File: config.mk
export PLATFORM = sky130hd
export DESIGN_NAME = perf_bcd_flat
export DESIGN_NICKNAME = d
export VERILOG_FILES = /design/src/rtl/perf_bcd_pkg.sv /design/src/rtl/perf_bcd_if.sv /design/src/rtl/perf_bcd_add3.sv /design/src/rtl/perf_bcd.sv /design/src/flat_wrapper.sv
export SDC_FILE = /design/constraint.sdc
export NUM_CORES = 1
export LEC_CHECK = 0
export CAP_MARGIN = 5
export CORE_MARGIN = 2
export CORE_UTILIZATION = 59
export CTS_CLUSTER_SIZE = 14
export DETAILED_ROUTE_END_ITERATION = 8
export PLACE_DENSITY = 0.85
export SLEW_MARGIN = 20
export SYNTH_ARGS = -nofsm -noshare
export SYNTH_HDL_FRONTEND = slang
export SYNTH_SLANG_ARGS = --single-unit
File: constraint.sdc
create_clock -name clk -period 4.23 [get_ports clk]
set_input_delay 0.423 -clock clk [delete_from_list [all_inputs] [get_ports clk]]
set_output_delay 0.423 -clock clk [all_outputs]
set_load 0.02 [all_outputs]
File: src/rtl/perf_bcd_pkg.sv
// perf_bcd_pkg: shared types and constants for the perf_bcd binary-to-BCD converter.
// Holds the FSM state enum, default sizing constants and the BCD scratch-width helper.
package perf_bcd_pkg;

  typedef enum logic [1:0] {
    IDLE  = 2'd0,
    SHIFT = 2'd1,
    DONE  = 2'd2
  } perf_bcd_state_t;

  localparam int PERF_WIDTH  = 32;
  localparam int PERF_DIGITS = 6;

  // Number of BCD nibbles needed to hold any WIDTH-bit unsigned value.
  // log10(2) ~= 0.302, so WIDTH bits need at most WIDTH*0.302+1 decimal digits.
  function automatic int bcd_nibbles(input int width);
    return (width * 302) / 1000 + 1;
  endfunction

endpackage

File: src/rtl/perf_bcd_if.sv
// perf_bcd_if: start/busy/done handshake and result bus of the perf_bcd converter.
// master = requester (wrapper / bench), slave = converter.
interface perf_bcd_if #(
  parameter int WIDTH  = 32,
  parameter int DIGITS = 6
);
  logic                  start;
  logic [WIDTH-1:0]      value;
  logic                  busy;
  logic                  done;
  logic [4*DIGITS-1:0]   digits;
  logic                  ovf;
  logic [DIGITS-1:0]     blank;

  modport master (
    output start, value,
    input  busy, done, digits, ovf, blank
  );

  modport slave (
    input  start, value,
    output busy, done, digits, ovf, blank
  );
endinterface

File: src/rtl/perf_bcd_add3.sv
// bcd_add3: combinational double-dabble nibble corrector.
// Adds 3 to a nibble of 5 or more so the following left shift carries into the
// next decimal digit. Inputs are always <= 9, so the result fits in 4 bits.
module bcd_add3 (
  input  logic [3:0] nib,
  output logic [3:0] adj
);

  // Correct nibbles that would reach 10 or more after doubling.
  always_comb begin
    adj = (nib >= 4'd5) ? (nib + 4'd3) : nib;
  end

endmodule

File: src/rtl/perf_bcd.sv
// perf_bcd: sequential binary-to-BCD converter (shift-and-add-3) for the TSP
// performance readout. One conversion takes WIDTH shift cycles plus a result cycle.
// Optional leading-zero blanking is enabled by defining PERF_BCD_BLANK_EN; without
// it the blank output is tied to zero.
module perf_bcd
  import perf_bcd_pkg::*;
#(
  parameter int WIDTH  = PERF_WIDTH,
  parameter int DIGITS = PERF_DIGITS
) (
  input  logic        clk,
  input  logic        rst,
  perf_bcd_if.slave   bus
);

  localparam int BCD_N = bcd_nibbles(WIDTH);
  // Scratch viewed with at least DIGITS nibbles so the result slice is always legal.
  localparam int PAD_N = (DIGITS > BCD_N) ? DIGITS : BCD_N;
  localparam int CW    = $clog2(WIDTH + 1);
  localparam logic [CW-1:0] LAST_SHIFT = CW'(WIDTH - 1);

  perf_bcd_state_t       state_reg;
  logic [WIDTH-1:0]      bin_reg;
  logic [4*BCD_N-1:0]    bcd_reg;
  logic [CW-1:0]         cnt_reg;
  logic                  busy_reg;
  logic                  done_reg;
  logic [4*DIGITS-1:0]   digits_reg;
  logic                  ovf_reg;

  logic [4*BCD_N-1:0]    bcd_adj;
  logic [4*BCD_N-1:0]    bcd_next;
  logic [WIDTH-1:0]      bin_next;
  logic [4*PAD_N-1:0]    bcd_wide;
  logic                  ovf_next;
  logic [4*DIGITS-1:0]   digits_next;

  // Per-nibble add-3 correction applied before every shift.
  genvar gi;
  generate
    for (gi = 0; gi < BCD_N; gi++) begin : g_add3
      bcd_add3 u_add3 (
        .nib (bcd_reg[4*gi +: 4]),
        .adj (bcd_adj[4*gi +: 4])
      );
    end
  endgenerate

  // One double-dabble step: corrected scratch and binary shift left together.
  always_comb begin
    bcd_next = {bcd_adj[4*BCD_N-2:0], bin_reg[WIDTH-1]};
    bin_next = {bin_reg[WIDTH-2:0], 1'b0};
  end

  assign bcd_wide = (4*PAD_N)'(bcd_reg);

  // Saturate to all nines when any digit beyond the display is nonzero.
  always_comb begin
    ovf_next = 1'b0;
    for (int i = DIGITS; i < PAD_N; i++) begin
      if (bcd_wide[4*i +: 4] != 4'd0) begin
        ovf_next = 1'b1;
      end
    end
    digits_next = ovf_next ? {DIGITS{4'h9}} : bcd_wide[4*DIGITS-1:0];
  end

  // Control FSM with registered handshake and result outputs.
  always_ff @(posedge clk) begin
    if (rst) begin
      state_reg  <= IDLE;
      bin_reg    <= '0;
      bcd_reg    <= '0;
      cnt_reg    <= '0;
      busy_reg   <= 1'b0;
      done_reg   <= 1'b0;
      digits_reg <= '0;
      ovf_reg    <= 1'b0;
    end else begin
      done_reg <= 1'b0;
      case (state_reg)
        IDLE: begin
          busy_reg <= 1'b0;
          if (bus.start) begin
            bin_reg   <= bus.value;
            bcd_reg   <= '0;
            cnt_reg   <= '0;
            state_reg <= SHIFT;
          end
        end
        SHIFT: begin
          busy_reg <= 1'b1;
          bin_reg  <= bin_next;
          bcd_reg  <= bcd_next;
          cnt_reg  <= cnt_reg + 1'b1;
          if (cnt_reg == LAST_SHIFT) begin
            state_reg <= DONE;
          end
        end
        DONE: begin
          busy_reg   <= 1'b1;
          done_reg   <= 1'b1;
          digits_reg <= digits_next;
          ovf_reg    <= ovf_next;
          state_reg  <= IDLE;
        end
        default: begin
          state_reg <= IDLE;
          busy_reg  <= 1'b0;
        end
      endcase
    end
  end

  assign bus.busy   = busy_reg;
  assign bus.done   = done_reg;
  assign bus.digits = digits_reg;
  assign bus.ovf    = ovf_reg;

`ifdef PERF_BCD_BLANK_EN
  localparam logic [DIGITS-1:0] BLANK_RST = {{(DIGITS-1){1'b1}}, 1'b0};

  // zero_above[i]: digit i and every higher digit of the new result are zero.
  logic [DIGITS:1]     zero_above;
  logic [DIGITS-1:0]   blank_next;
  logic [DIGITS-1:0]   blank_reg;

  assign zero_above[DIGITS] = 1'b1;
  generate
    for (gi = 1; gi < DIGITS; gi++) begin : g_blank
      assign zero_above[gi] = zero_above[gi+1] && (digits_next[4*gi +: 4] == 4'd0);
    end
  endgenerate

  // Digit 0 is never blanked so a zero result still shows "0".
  assign blank_next = ovf_next ? '0 : {zero_above[DIGITS-1:1], 1'b0};

  // Blank mask is refreshed together with the digits in the result cycle.
  always_ff @(posedge clk) begin
    if (rst) begin
      blank_reg <= BLANK_RST;
    end else if (state_reg == DONE) begin
      blank_reg <= blank_next;
    end
  end

  assign bus.blank = blank_reg;
`else
  assign bus.blank = '0;
`endif

endmodule

File: src/flat_wrapper.sv
// flat-port wrapper written by rule: the top's interface ports become plain ports
module perf_bcd_flat import perf_bcd_pkg::*;
#(
  parameter int WIDTH  = PERF_WIDTH,
  parameter int DIGITS = PERF_DIGITS
)
  (clk, rst, bus_start, bus_value, bus_busy, bus_done, bus_digits, bus_ovf, bus_blank);
  perf_bcd_if #(.WIDTH(WIDTH), .DIGITS(DIGITS)) bus_i ();
  input  logic clk;
  input  logic rst;
  input wire logic [$bits(bus_i.start)-1:0] bus_start;
  input wire logic [$bits(bus_i.value)-1:0] bus_value;
  output wire logic [$bits(bus_i.busy)-1:0] bus_busy;
  output wire logic [$bits(bus_i.done)-1:0] bus_done;
  output wire logic [$bits(bus_i.digits)-1:0] bus_digits;
  output wire logic [$bits(bus_i.ovf)-1:0] bus_ovf;
  output wire logic [$bits(bus_i.blank)-1:0] bus_blank;
  assign bus_i.start = bus_start;
  assign bus_i.value = bus_value;
  assign bus_busy = bus_i.busy;
  assign bus_done = bus_i.done;
  assign bus_digits = bus_i.digits;
  assign bus_ovf = bus_i.ovf;
  assign bus_blank = bus_i.blank;
  perf_bcd #(.WIDTH(WIDTH), .DIGITS(DIGITS)) u_core (.clk(clk), .rst(rst), .bus(bus_i));
endmodule
==> flow_summary.ini, run 1 <==
[power_and_ir_drop]
ir_worst_vdd_uv = 240
power.leakage_nw = 2.24
power_density_nw_per_um2 = 328
p_total_mw = 1.91

[grt]
grt_usage = 0.238
grt_pass1_wl_mm = 17.2
grt_use_met3 = 0.0595
grt_use_met1 = 0.280
antenna_found_initial = 0
busiest_layer = met2
grt_overflow = 0
grt_max_degree = 69
grt_pass1_vias = 3764
met2_usage = 0.417

[sta]
maxSlewHeadroom = 0.437
worst_pin_slew_ps = 842
slew_viol_final = 0
grt_setup_unrepaired = no
finalCriticalPeriod_ps = 2530
setup_violations = 0
max_freq_mhz = 395
fin_tns_setup_ps = 0
skew_ps = 10.3
hold_viol_final = 0
fin_crit_sh = 0.599

[clock_network]
cts.sinks = 107
cts_made_buffers = 9
cts_buffer_depth = 2
cts.htree.levels = 3
clockRootBuffer = clkbuf_8
cts-hold-fix-buffers = 0
tritoncts = built
clk_pin_slew_ps = 100
cts_setup_buffers = 0
insertion_delay_ps = 380
cts_resized = 0

[layout]
diodes = 0
largest_register_ff_count = 40
layout-drive-gt1-share = 0.0677
final_common_cell = dfxtp_1
layout_common_cells = dfxtp_1 (107), nor2_1 (71), clkdlybuf4s50_1 (60), mux2i_1 (42), a211oi_1 (38)
syn2layout_area_growth_pct = 16.0
fin_nets = 649
nFillCells = 622

[synthesis]
synth.distinct_cells = 36
ys_top_cells_by_area = dfxtp_1 (43%), mux2i_1 (8.4%), ha_1 (7.0%)
synth_top_area_frac = 0.427
syn_inst = 540
netlist_area_um2 = 5020
yosysSeqAreaShare = 0.427
synth_area_leader_cell = dfxtp_1
ys_warn_count = 0
synth-seq-cells = 107
avgSynthCellArea_um2 = 9.30

[placed_design]
post-dp-hpwl_mm = 7.22
place.gp.congestion = 0.829
portBuffers = 61

[drt]
drt_iter0_markers = 194
drc = 0
routedWlPerCell_um = 15.2
vias = 3912
via_per_inst = 5.62
drt-total-wl_mm = 10.6
ant_nets = 0
drtPass1Iterations = 4

[worst_setup_path]
rrSetupSlack_ps = 1700
crit_chain = inv_1 -> ha_2 -> buf_4 -> mux2_4 -> nor2_1 -> buf_4 -> a22o_2
r2r-end = u_core.bcd_reg[26]
critPathRequiredTime_ps = 4500
reg2reg_depth = 7
arrival_ps = 2810
start_kind = flip-flop
cp_max_fo = 68
crit_top_cell = buf_4
r2r-start = u_core.state_reg[1]
end_kind = flip-flop
crit_type = flip-flop to flip-flop
slowest_stage = mux2_4
cp_slowest_stage_delay_ps = 690

[floorplan]
die_h_um = 96.2
initial_core_util = 0.611
design.die.area_um2 = 9260
coreArea_um2 = 8220
io_pins = 68
die_w_um = 96.2
row_count = 33

[min_path]
hold_path.class = flip-flop to flip-flop
hp-start = u_core.bin_reg[0]
holdPathStages = 2
whs_endpoint = u_core.bin_reg[0]

[status]
status = complete, no violations

[flow_run]
maxCapViolations = 0
[power breakdown]
group	switching, mW	internal, mW	total [mW]
registers	0.0207	1.05	1.07
logic	0.127	0.0969	0.224
clock network	0.366	0.255	0.621
total	0.513	1.40	1.91
[layout make-up]
class / count / area [um2] / area share
inverters: 24 / 90.1 / 0.0155
repair buffers: 66 / 643 / 0.110
well taps: 105 / 131 / 0.0226
multi-input cells: 378 / 2620 / 0.450
flip-flops and latches: 107 / 2140 / 0.368
clock inverters: 5 / 45.0 / 0.00774
clock buffers: 11 / 151 / 0.0260
[critical path: cells and delay by family, from the launching register on]
family                   cells  cell delay [ps]
AO/OA/AOI/OAI                1              290
buffers and inverters        3              810
adder cells (fa/ha/maj)      1              180
AND/OR/NAND/NOR              1               80
flip-flops                   1              340
multiplexers                 1              690
[logic make-up after synthesis]
group / Yosys count / synth area share
flip-flops: 107 / 0.427
AO/OA/AOI/OAI: 127 / 0.179
XOR/XNOR: 22 / 0.0384
other: 1 / 0.000747
AND/OR/NAND/NOR: 152 / 0.143
buffers and inverters: 60 / 0.0561
adder cells (fa/ha/maj): 28 / 0.0698
multiplexers: 43 / 0.0867
[cells in the mapped netlist]
| library cell | number |
|---|---|
| a211oi_1 | 38 |
| a21boi_1 | 1 |
| a21oi_1 | 24 |
| a22o_1 | 11 |
| a22o_2 | 11 |
| a22oi_1 | 2 |
| and2_2 | 1 |
| and3_1 | 2 |
| and4bb_2 | 1 |
| buf_2 | 12 |
| buf_4 | 9 |
| buf_6 | 1 |
| clkbuf_1 | 14 |
| conb_1 | 1 |
| dfxtp_1 | 107 |
| ha_1 | 28 |
| inv_1 | 24 |
| mux2_4 | 1 |
| mux2i_1 | 42 |
| nand2_1 | 36 |
| nand2b_1 | 22 |
| nand3b_1 | 1 |
| nand4_1 | 2 |
| nand4_4 | 1 |
| nor2_1 | 71 |
| nor2_4 | 1 |
| nor2b_1 | 3 |
| nor3_1 | 9 |
| nor3b_1 | 1 |
| nor4_4 | 1 |
| o21ai_0 | 20 |
| o21bai_1 | 1 |
| o31ai_1 | 9 |
| o32ai_1 | 10 |
| xnor2_1 | 10 |
| xor2_1 | 12 |
[how the worst max path moves through the flow]
| stage | startpoint | end | cells after the start |
|---|---|---|---|
| detailed placement | u_core.state_reg[1] | u_core.bcd_reg[26] | 7 |
| CTS | u_core.state_reg[1] | u_core.bcd_reg[28] | 6 |
| floorplan | u_core.state_reg[0] | u_core.bcd_reg[12] | 8 |
| finish | u_core.state_reg[1] | u_core.bcd_reg[26] | 7 |
| global route | u_core.state_reg[1] | u_core.bcd_reg[26] | 7 |
| global placement | u_core.state_reg[1] | u_core.bcd_reg[26] | 7 |
[through the flow]
step	hold slack (ps)	setup slack [ps]	instance area, um2	util	cells
after floorplan	425	2690	5040	-	545
after global placement	438	1790	5620	0.684	680
after detailed placement	452	1730	5620	0.684	680
after CTS	467	1710	5820	0.708	696
after global routing	497	1500	5820	0.708	696
final	464	1700	5820	0.708	696
[per-layer routing]
layer	wire length, um	vias up
met2	5180	105
met3	496	20
li1	-	1960
met1	4710	1827
met4	191	0
met5	0	-
Note: power is estimated with default switching activity, not from simulation.
==> run 2, diff against run 1 <==
CORE_UTILIZATION = 50   (was 59)
PLACE_DENSITY = 0.77   (was 0.85)
clock period = 2.3 ns   (was 4.23 ns; I/O delays follow)
==> run 2 against run 1 <==
Net effect: non-clock buffer count rose by 8; clock power grew 100%; sequential power increased by 83%.
==> flow_summary.ini, run 2 (same netlist as run 1, synthesis figures left out) <==
[power_and_ir_drop]
ir_worst_vdd_uv = 533
power_density_nw_per_um2 = 615
p_total_mw = 3.65
power.leakage_nw = 2.28

[worst_setup_path]
critPathRequiredTime_ps = 2620
start_kind = flip-flop
arrival_ps = 2220
r2r-start = u_core.state_reg[0]
reg2reg_depth = 4
rrSetupSlack_ps = 400
end_kind = flip-flop
cp_max_fo = 12
r2r-end = u_core.bus.digits[10]
crit_type = flip-flop to flip-flop

[drt]
routedWlPerCell_um = 14.6
drc = 0
drt_iter0_markers = 185
via_per_inst = 5.39
ant_nets = 0
vias = 3944
drtPass1Iterations = 4
drt-total-wl_mm = 10.7

[floorplan]
io_pins = 68
die_w_um = 104
initial_core_util = 0.514
die_h_um = 104
design.die.area_um2 = 10900
coreArea_um2 = 9770
row_count = 36

[clock_network]
cts-hold-fix-buffers = 0
cts_setup_buffers = 0
clockRootBuffer = clkbuf_8
cts.htree.levels = 3
cts_buffer_depth = 2
cts_made_buffers = 9
insertion_delay_ps = 380
cts_resized = 0
clk_pin_slew_ps = 100
cts.sinks = 107
tritoncts = built

[status]
status = complete, no violations

[sta]
hold_slack_ps = 385
worst_pin_slew_ps = 975
grt_setup_unrepaired = no
maxSlewHeadroom = 0.347
fin_crit_sh = 0.826
slew_viol_final = 0
max_freq_mhz = 526
fin_tns_setup_ps = 0
finalCriticalPeriod_ps = 1900
skew_ps = 18.4
hold_viol_final = 0
setup_violations = 0

[grt]
grt_usage = 0.198
grt_pass1_wl_mm = 17.6
grt_max_degree = 36
grt_pass1_vias = 3891
antenna_found_initial = 0
grt_overflow = 0

[placed_design]
portBuffers = 61
placed_cell_area_um2 = 5720
post-dp-hpwl_mm = 7.40
place.gp.congestion = 0.819

[min_path]
hp-start = rst
holdPathStages = 2
hold_path.class = input pin to flip-flop
whs_endpoint = u_core.bcd_reg[0]

[layout]
layout_common_cells = dfxtp_1 (107), nor2_1 (71), clkdlybuf4s50_1 (60), mux2i_1 (42), a211oi_1 (38)
layout-drive-gt1-share = 0.0801
largest_register_ff_count = 40
finalInstanceArea_um2 = 5940
diodes = 0
fin_nets = 657
final_common_cell = dfxtp_1
syn2layout_area_growth_pct = 18.3

[flow_run]
maxCapViolations = 0
run 2: area by class of cell:
| type | instances | area (um2) |
|---|---|---|
| clock buffer | 10 | 128 |
| clock inverter | 6 | 90.1 |
| fill | 813 | 3830 |
| inverter | 24 | 90.1 |
| multi-input combinational | 378 | 2620 |
| sequential | 107 | 2140 |
| tap | 133 | 166 |
| timing repair buffer | 74 | 703 |
run 2: per-layer routing:
metal,up-vias,track usage,part of all wire
li1,1984,-,-
met5,-,0,0
met2,75,0.354,0.51
met3,14,0.0508,0.039
met1,1871,0.224,0.44
met4,0,0.0801,0.014
run 2: through the flow:
step / util / setup slack (ps) / instances
2_1_floorplan: - / 759 / 545
3_3_place_gp: 0.585 / 209 / 716
3_5_place_dp: 0.585 / 149 / 716
4_1_cts: 0.607 / 159 / 732
5_1_grt: 0.608 / 254 / 732
6_report: 0.608 / 401 / 732
run 2: worst max path at each step:
| stage | endpoint | start |
|---|---|---|
| 2_1_floorplan | u_core.bcd_reg[12] | u_core.state_reg[0] |
| 3_3_place_gp | u_core.bcd_reg[0] | bus_start |
| 3_5_place_dp | u_core.cnt_reg[1] | bus_start |
| 4_1_cts | u_core.bcd_reg[0] | u_core.state_reg[0] |
| 5_1_grt | u_core.bcd_reg[13] | u_core.state_reg[1] |
| 6_report | u_core.bus.digits[10] | u_core.state_reg[0] |
run 2: report_power, final:
group | total (mW) | internal, mW | switching [mW] | leakage [nW]
Sequential | 1.96 | 1.92 | 0.0385 | 0.870
Clock | 1.26 | 0.616 | 0.646 | 0.106
Combinational | 0.430 | 0.190 | 0.240 | 1.31
run 2: critical path, stage by stage (launching register included):
cell	delay [ps]
dfxtp_1	380
inv_1	80
ha_1	310
nor2_1	790
a22o_2	280
